`src/rtl/spi_reg_sequencer.sv`:
```
// SPI command sequencer for the motor controller register file.
// Optional burst auto-increment: define SPI_REG_SEQ_AUTO_INC_EN.
module spi_reg_sequencer #(
    parameter int          NUM_REGS = 16,
    parameter logic [15:0] RO_MASK  = 16'h0000
) (
    input  logic       clk,
    input  logic       reset,
    input  logic       ss,
    input  logic [7:0] rx_byte,
    input  logic       rx_valid,
    output logic [7:0] tx_byte,
    output logic       tx_load,
    output logic [3:0] reg_addr,
    output logic [7:0] reg_wdata,
    output logic       reg_we,
    output logic       reg_re,
    input  logic [7:0] reg_rdata,
    input  logic       int_req,
    input  logic [3:0] int_addr,
    input  logic [7:0] int_wdata,
    output logic       int_gnt,
    output logic       wdog_kick,
    output logic       err_abort
);

    localparam logic [2:0] S_IDLE   = 3'd0;
    localparam logic [2:0] S_CMD    = 3'd1;
    localparam logic [2:0] S_RDWAIT = 3'd2;
    localparam logic [2:0] S_DATA   = 3'd3;
    localparam logic [2:0] S_DONE   = 3'd4;

    logic [2:0] r_state;
    logic       r_rw;
    logic [3:0] r_ptr;
    logic       r_done_one;
    logic       r_spi_we;
    logic       r_spi_re;
    logic [3:0] r_saddr;
    logic [7:0] r_wdata;
    logic       r_rd_oor;
    logic       r_tx_load;
    logic       r_kick;
    logic       r_abort;
    logic       r_alive;

    logic       w_int_gnt;
    logic       w_unused;

    // Command bits 2:0 carry no meaning.
    assign w_unused = &{1'b0, rx_byte[2:0]};

`ifdef SPI_REG_SEQ_AUTO_INC_EN
    logic [3:0] w_ptr_nxt;
    assign w_ptr_nxt = r_ptr + 4'd1;
`endif

    function automatic logic f_oor(input logic [3:0] a);
        return (int'(a) >= NUM_REGS);
    endfunction

    function automatic logic f_wsup(input logic [3:0] a);
        return f_oor(a) || RO_MASK[a];
    endfunction

    // Transaction FSM; every strobe is a registered one-cycle pulse.
    always_ff @(posedge clk or posedge reset) begin
        if (reset) begin
            r_state    <= S_IDLE;
            r_rw       <= 1'b0;
            r_ptr      <= 4'd0;
            r_done_one <= 1'b0;
            r_spi_we   <= 1'b0;
            r_spi_re   <= 1'b0;
            r_saddr    <= 4'd0;
            r_wdata    <= 8'h00;
            r_rd_oor   <= 1'b0;
            r_tx_load  <= 1'b0;
            r_kick     <= 1'b0;
            r_abort    <= 1'b0;
            r_alive    <= 1'b0;
        end else begin
            r_alive   <= 1'b1;
            r_spi_we  <= 1'b0;
            r_spi_re  <= 1'b0;
            r_tx_load <= 1'b0;
            r_kick    <= 1'b0;
            r_abort   <= 1'b0;
            if (!ss) begin
                // Deselect wins over any byte arriving in the same cycle.
                if ((r_state == S_RDWAIT || r_state == S_DATA) && !r_done_one)
                    r_abort <= 1'b1;
                r_state    <= S_IDLE;
                r_done_one <= 1'b0;
            end else begin
                case (r_state)
                    S_IDLE: r_state <= S_CMD;
                    S_CMD: begin
                        if (rx_valid) begin
                            r_rw  <= rx_byte[7];
                            r_ptr <= rx_byte[6:3];
                            if (rx_byte[7]) begin
                                r_spi_re <= 1'b1;
                                r_saddr  <= rx_byte[6:3];
                                r_rd_oor <= f_oor(rx_byte[6:3]);
                                r_state  <= S_RDWAIT;
                            end else begin
                                r_state <= S_DATA;
                            end
                        end
                    end
                    S_RDWAIT: begin
                        r_tx_load <= 1'b1;
                        r_state   <= S_DATA;
                    end
                    S_DATA: begin
                        if (rx_valid) begin
                            r_done_one <= 1'b1;
                            if (!r_rw) begin
                                if (!f_wsup(r_ptr)) begin
                                    r_spi_we <= 1'b1;
                                    r_kick   <= 1'b1;
                                end
                                r_saddr <= r_ptr;
                                r_wdata <= rx_byte;
`ifdef SPI_REG_SEQ_AUTO_INC_EN
                                r_ptr <= w_ptr_nxt;
`else
                                r_state <= S_DONE;
`endif
                            end else begin
`ifdef SPI_REG_SEQ_AUTO_INC_EN
                                r_ptr    <= w_ptr_nxt;
                                r_spi_re <= 1'b1;
                                r_saddr  <= w_ptr_nxt;
                                r_rd_oor <= f_oor(w_ptr_nxt);
                                r_state  <= S_RDWAIT;
`else
                                r_state <= S_DONE;
`endif
                            end
                        end
                    end
                    S_DONE: r_state <= S_DONE;
                    default: r_state <= S_IDLE;
                endcase
            end
        end
    end

    // Internal writer takes any cycle the SPI path leaves the bank free.
    assign w_int_gnt = r_alive & int_req & ~r_spi_we & ~r_spi_re;

    assign int_gnt   = w_int_gnt;
    assign reg_we    = r_spi_we | w_int_gnt;
    assign reg_re    = r_spi_re;
    assign reg_addr  = w_int_gnt ? int_addr  : r_saddr;
    assign reg_wdata = w_int_gnt ? int_wdata : r_wdata;
    assign tx_load   = r_tx_load;
    assign tx_byte   = (r_tx_load && !r_rd_oor) ? reg_rdata : 8'h00;
    assign wdog_kick = r_kick;
    assign err_abort = r_abort;

endmodule

```
`config.mk`:
```
export PLATFORM = sky130hd
export DESIGN_NAME = spi_reg_sequencer
export DESIGN_NICKNAME = d
export VERILOG_FILES = /design/src/rtl/spi_reg_sequencer.sv
export SDC_FILE = /design/constraint.sdc
export NUM_CORES = 1
export LEC_CHECK = 0
export ABC_AREA = 1
export CORE_AREA = 4 4 56 68
export CTS_CLUSTER_DIAMETER = 60
export CTS_CLUSTER_SIZE = 25
export DETAILED_ROUTE_END_ITERATION = 8
export DIE_AREA = 0 0 60 72
export GPL_TIMING_DRIVEN = 0
export PLACE_DENSITY_LB_ADDON = 0.3
export SYNTH_ARGS = -nofsm -noshare
export SYNTH_HDL_FRONTEND = slang
export SYNTH_SLANG_ARGS = --single-unit
```
`constraint.sdc`:
```
create_clock -name clk -period 2 [get_ports clk]
set_input_delay 0.4 -clock clk [delete_from_list [all_inputs] [get_ports clk]]
set_output_delay 0.4 -clock clk [all_outputs]
set_load 0.005 [all_outputs]
```
After elaboration in Yosys (flattened, before gate mapping)
Memories as Yosys holds them, arrays and structs flattened.
Index checks and enable logic that the tools add are counted.
{"block": "word_totals", "reg_bits": 26, "mem_bits_ro": 16, "in_bits": 33, "out_inout_bits": 26, "word_cells": 72, "n_memories": 1}
{"block": "op_classes", "n_lt_le_gt_ge": 1, "eq_ne": 12, "n_mux": 30, "bitwise": 7, "reduce_logical": 10}
{"name": "(no name shown)", "words": 16, "word_bits": 1, "rd": 1, "rd_clocked_by_memory_dff": 0, "wr": 0, "line": "63", "rtl": "return f_oor(a) || RO_MASK[a];"}
{"operator": "$mux 4", "n": 5}
{"operator": "$mux 1", "n": 18}
{"operator": "$mux 8", "n": 2}
{"operator": "$pmux 3 s5", "n": 1}
{"operator": "$mux 3", "n": 3}
{"operator": "$ne 2x2->1 const B", "n": 4}
{"operator": "$pmux 4 s2", "n": 1}
{"operator": "$eq 3x2->1 const B", "n": 2}
{"operator": "$ne 3x3->1 const B", "n": 2}
{"operator": "$reduce_and 6->1", "n": 1}
{"operator": "$lt 4x5->1 const B", "n": 1}
{"operator": "$ne 2x1->1 const B", "n": 2}
{"operator": "$reduce_and 2->1", "n": 2}
{"operator": "$reduce_and 4->1", "n": 1}
{"operator": "$and 1x1->1", "n": 3}
{"operator": "$eq 3x1->1 const B", "n": 1}
{"operator": "$eq 3x3->1 const B", "n": 1}
{"operator": "$logic_not 3->1", "n": 1}
{"operator": "$not 1->1", "n": 3}
{"operator": "$reduce_and 3->1", "n": 1}
{"operator": "$reduce_bool 2->1", "n": 1}
{"operator": "$logic_and 1x1->1", "n": 1}
{"operator": "$logic_not 1->1", "n": 1}
{"operator": "$logic_or 1x1->1", "n": 1}
{"operator": "$or 1x1->1", "n": 1}

Longest topological paths before layout
{"block": "logic_depth", "word_depth": 7, "mapped_depth": 7, "mapped_depth_nobuf": 7}

Worst setup path before layout
OpenSTA, ideal clock, no wires.
{"block": "synth_path", "path_kind": "reg2out", "startpoint": "reg, netlist name wdog_kick", "endpoint": "out reg_addr[1]", "arrival_ns": 1.017, "required_ns": 1.600, "path_slack_ns": 0.583, "path_stages_with_launch": 7, "path_buffers": 1, "cell_sequence": "dfrtp_1 nor2_1 nand3_1 inv_1 buf_2 nand2_1 nand2_1"}
{"item": "end, declared", "line": "14", "rtl": "output logic [3:0] reg_addr,"}

Final worst setup path
{"block": "layout_path", "startpoint": "in reg_rdata[2]", "endpoint": "out tx_byte[2]"}
{"block": "layout_via", "elab_chain_cells": 1}
{"item": "start, declared", "line": "18", "rtl": "input logic [7:0] reg_rdata,"}
{"item": "$mux 8", "line": "160", "rtl": "assign tx_byte = (r_tx_load && !r_rd_oor) ? reg_rdata : 8'h00;"}
{"item": "end, declared", "line": "12", "rtl": "output logic [7:0] tx_byte,"}
No other way between the ends.

==> qor.csv <==
metric;value;unit
rsz0062_at_grt;no;
yosys_warnings;0;
vdd_drop_max;0.000457;V
place_ws;-0.392;ns
synth_nets;222;
required;1.60;ns
synth.mux.area_fraction;0;
synth_area;1340;um^2
setup.worst_path.start_class;primary input;
synth_seq_cells;26;
max-slew-margin-rel;0.362;
grt_pass1_vias;1209;
insertion_delay;0.27;ns
worst_slew_pin_slew;0.956;ns
synth-xor-area-share;0;
hp-start;r_done_one$_DFFE_PP0P_;
min_period_over_period;0.935;
cts_tree;done;
ioPinCount;59;
worstReg2RegEnd;r_wdata[7]$_DFFE_PP0P_;
n_antenna_cell;0;
power_density;717;nW/um^2
numCtsBuffers;3;
overflow;0;
start_util;0.414;
port_buffers;58;
status;finished, final reports clean;
fp.dieW;60;um
drt_pre_antenna_iters;4;
path_max_fanout;1;
worstReg2RegStart;r_state[2]$_DFFE_PP0P_;
drtIter0Drc;37;
vias_per_cell;4.69;
synthCells;189;
hp-class;reg2reg;
avgSynthCellArea;7.06;um^2
finalHoldViolCount;0;
r2r_slack;0.68;ns
setup_ws;0.131;ns
grt_max_degree;27;
synth_top_family_by_area;simple AND/OR/NAND/NOR gates;
hpwlAfterDp;2.57;mm
postRouteAntennaNets;0;
ff2ff_path_depth;6;
worstPathArrival;1.47;ns
vias;1364;
yosysSeqAreaShare;0.487;
fin_util;0.638;
synth_compound_area_frac;0.0262;
fmax;0.535;GHz
ctsRootBufferMaster;clkbuf_8;
ys_types;21;
drc;0;
cts_buffer_depth;2;
whs_endpoint;err_abort$_DFF_PP0_;
final_cell_mix;nand2_1 (101), clkdlybuf4s50_1 (43), dfrtp_1 (26);
dieArea;4320;um^2
post_route_cells_drive_above_1_share;0.0787;
endpoint_kind;output pin;
wl_per_cell;11.4;um
syn_to_final_growth;54.1;%
gp_congestion;0.850;
clock-skew-final;0.00288;ns
path_class;in2out;
clk_pin_slew;0.08;ns
antenna_found_initial;0;
routed_wirelength;3.31;mm
min_path_cells;1;
setup_viol;0;
grt_pass1_wl;5.24;mm
max_cap_viol_count;0;
grtUsageMet3;0.0249;
top_usage_layer;met2;
drv_slew;0;
synthAdderAreaFrac;0;
synth_simple_gate_area_frac;0.409;
chipHeight;72;um
rows;23;
grt_use_met1;0.184;
leakagePower;1.16;nW
htreeDepth;1;
fin_nets;288;
core;3220;um^2
layout_commonest_cell;nand2_1;
post-route-min-period;1.87;ns
grt_use_met2;0.274;
cts.sinks;26;
grt_use_total;0.156;
## state kept, by name (all words and copies together) (netlist names)
signal and cells:
reg_re 1, r_rw 1, err_abort 1, r_saddr 4, r_alive 1, tx_load 1
wdog_kick 1, r_wdata 8, r_done_one 1, r_state 3, r_ptr 4
## routing by layer
layer | vias to the layer above | part of all wire
li1 | 718 | -
met1 | 605 | 0.41
met2 | 36 | 0.51
met3 | 5 | 0.059
met4 | 0 | 0.019
met5 | - | 0
## worst max-delay path: stages
cell and delay, ns:
clkdlybuf4s50_1 0.45, nand2_1 0.05, inv_1 0.06, clkdlybuf4s50_1 0.50
## repair_timing
item                       in CTS  in global routing
buffers inserted                1                  1
setup endpoints to repair      14                 18
cloned                          0                  2
gates resized for setup        20                 10
pin swaps                       0                  1
hold buffers                    0                  0
## synthesized netlist by cell type
master / n / share of area
o21ai_0: 2 / 0.0075
a22o_1: 1 / 0.0066
dfrtp_1: 26 / 0.49
nand3_1: 10 / 0.037
nand2_1: 101 / 0.28
inv_1: 18 / 0.051
clkinv_1: 1 / 0.0028
nor2_1: 7 / 0.020
clkbuf_1: 2 / 0.0056
buf_4: 1 / 0.0056
nand4_1: 9 / 0.042
o21ai_1: 1 / 0.0037
nor4_1: 1 / 0.0047
a21oi_1: 1 / 0.0037
a31oi_1: 1 / 0.0047
buf_2: 2 / 0.0075
conb_1: 1 / 0.0028
inv_2: 1 / 0.0028
nand3_2: 1 / 0.0075
or2_2: 1 / 0.0047
nor2_4: 1 / 0.0084
## worst max-delay path by stage
stage | startpoint | endpoint | slack, ns | depth (start not counted)
after floorplan | wdog_kick$_DFF_PP0_ | reg_addr[1] | 0.58 | 6
after global placement | int_req | reg_wdata[4] | -0.38 | 7
after detailed placement | int_req | reg_wdata[5] | -0.39 | 7
after CTS | int_req | reg_wdata[0] | 0.03 | 6
after global routing | wdog_kick$_DFF_PP0_ | reg_wdata[5] | 0.01 | 7
final | reg_rdata[2] | tx_byte[2] | 0.13 | 4
## cell families after synthesis
kind of cell,count (synthesis)
AND/OR/NAND/NOR,131
other,1
AO/OA/AOI/OAI,6
buffers and inverters,25
flip-flops,26
## metrics by stage
| step | cells | setup TNS, ns | hold slack (ns) | total power [mW] | area [um^2] |
|---|---|---|---|---|---|
| 2_1_floorplan | 189 | 0 | 0.404 | 0.928 | 1340 |
| 6_report | 291 | 0 | 0.446 | 1.48 | 2060 |
| 5_1_grt | 291 | 0 | 0.481 | 1.58 | 2060 |
| 3_5_place_dp | 284 | -4.56 | 0.431 | 1.19 | 1960 |
| 3_3_place_gp | 284 | -4.35 | 0.428 | 1.18 | 1960 |
| 4_1_cts | 289 | 0 | 0.446 | 1.48 | 2020 |
## power by group
| part | total, mW | internal (mW) | switching, mW |
|---|---|---|---|
| registers | 0.704 | 0.638 | 0.0664 |
| logic | 0.439 | 0.228 | 0.211 |
| clock network | 0.332 | 0.176 | 0.156 |
## final cells by class
class                      count  area [um^2]
buffer                         4         35.0
clock buffer                   4         55.1
fill                         290         1170
inverter                      20         77.6
multi-input combinational    138          599
sequential                    26          651
tap                           37         46.3
timing repair buffer          62          593
Power figures use the tool's default switching activity.
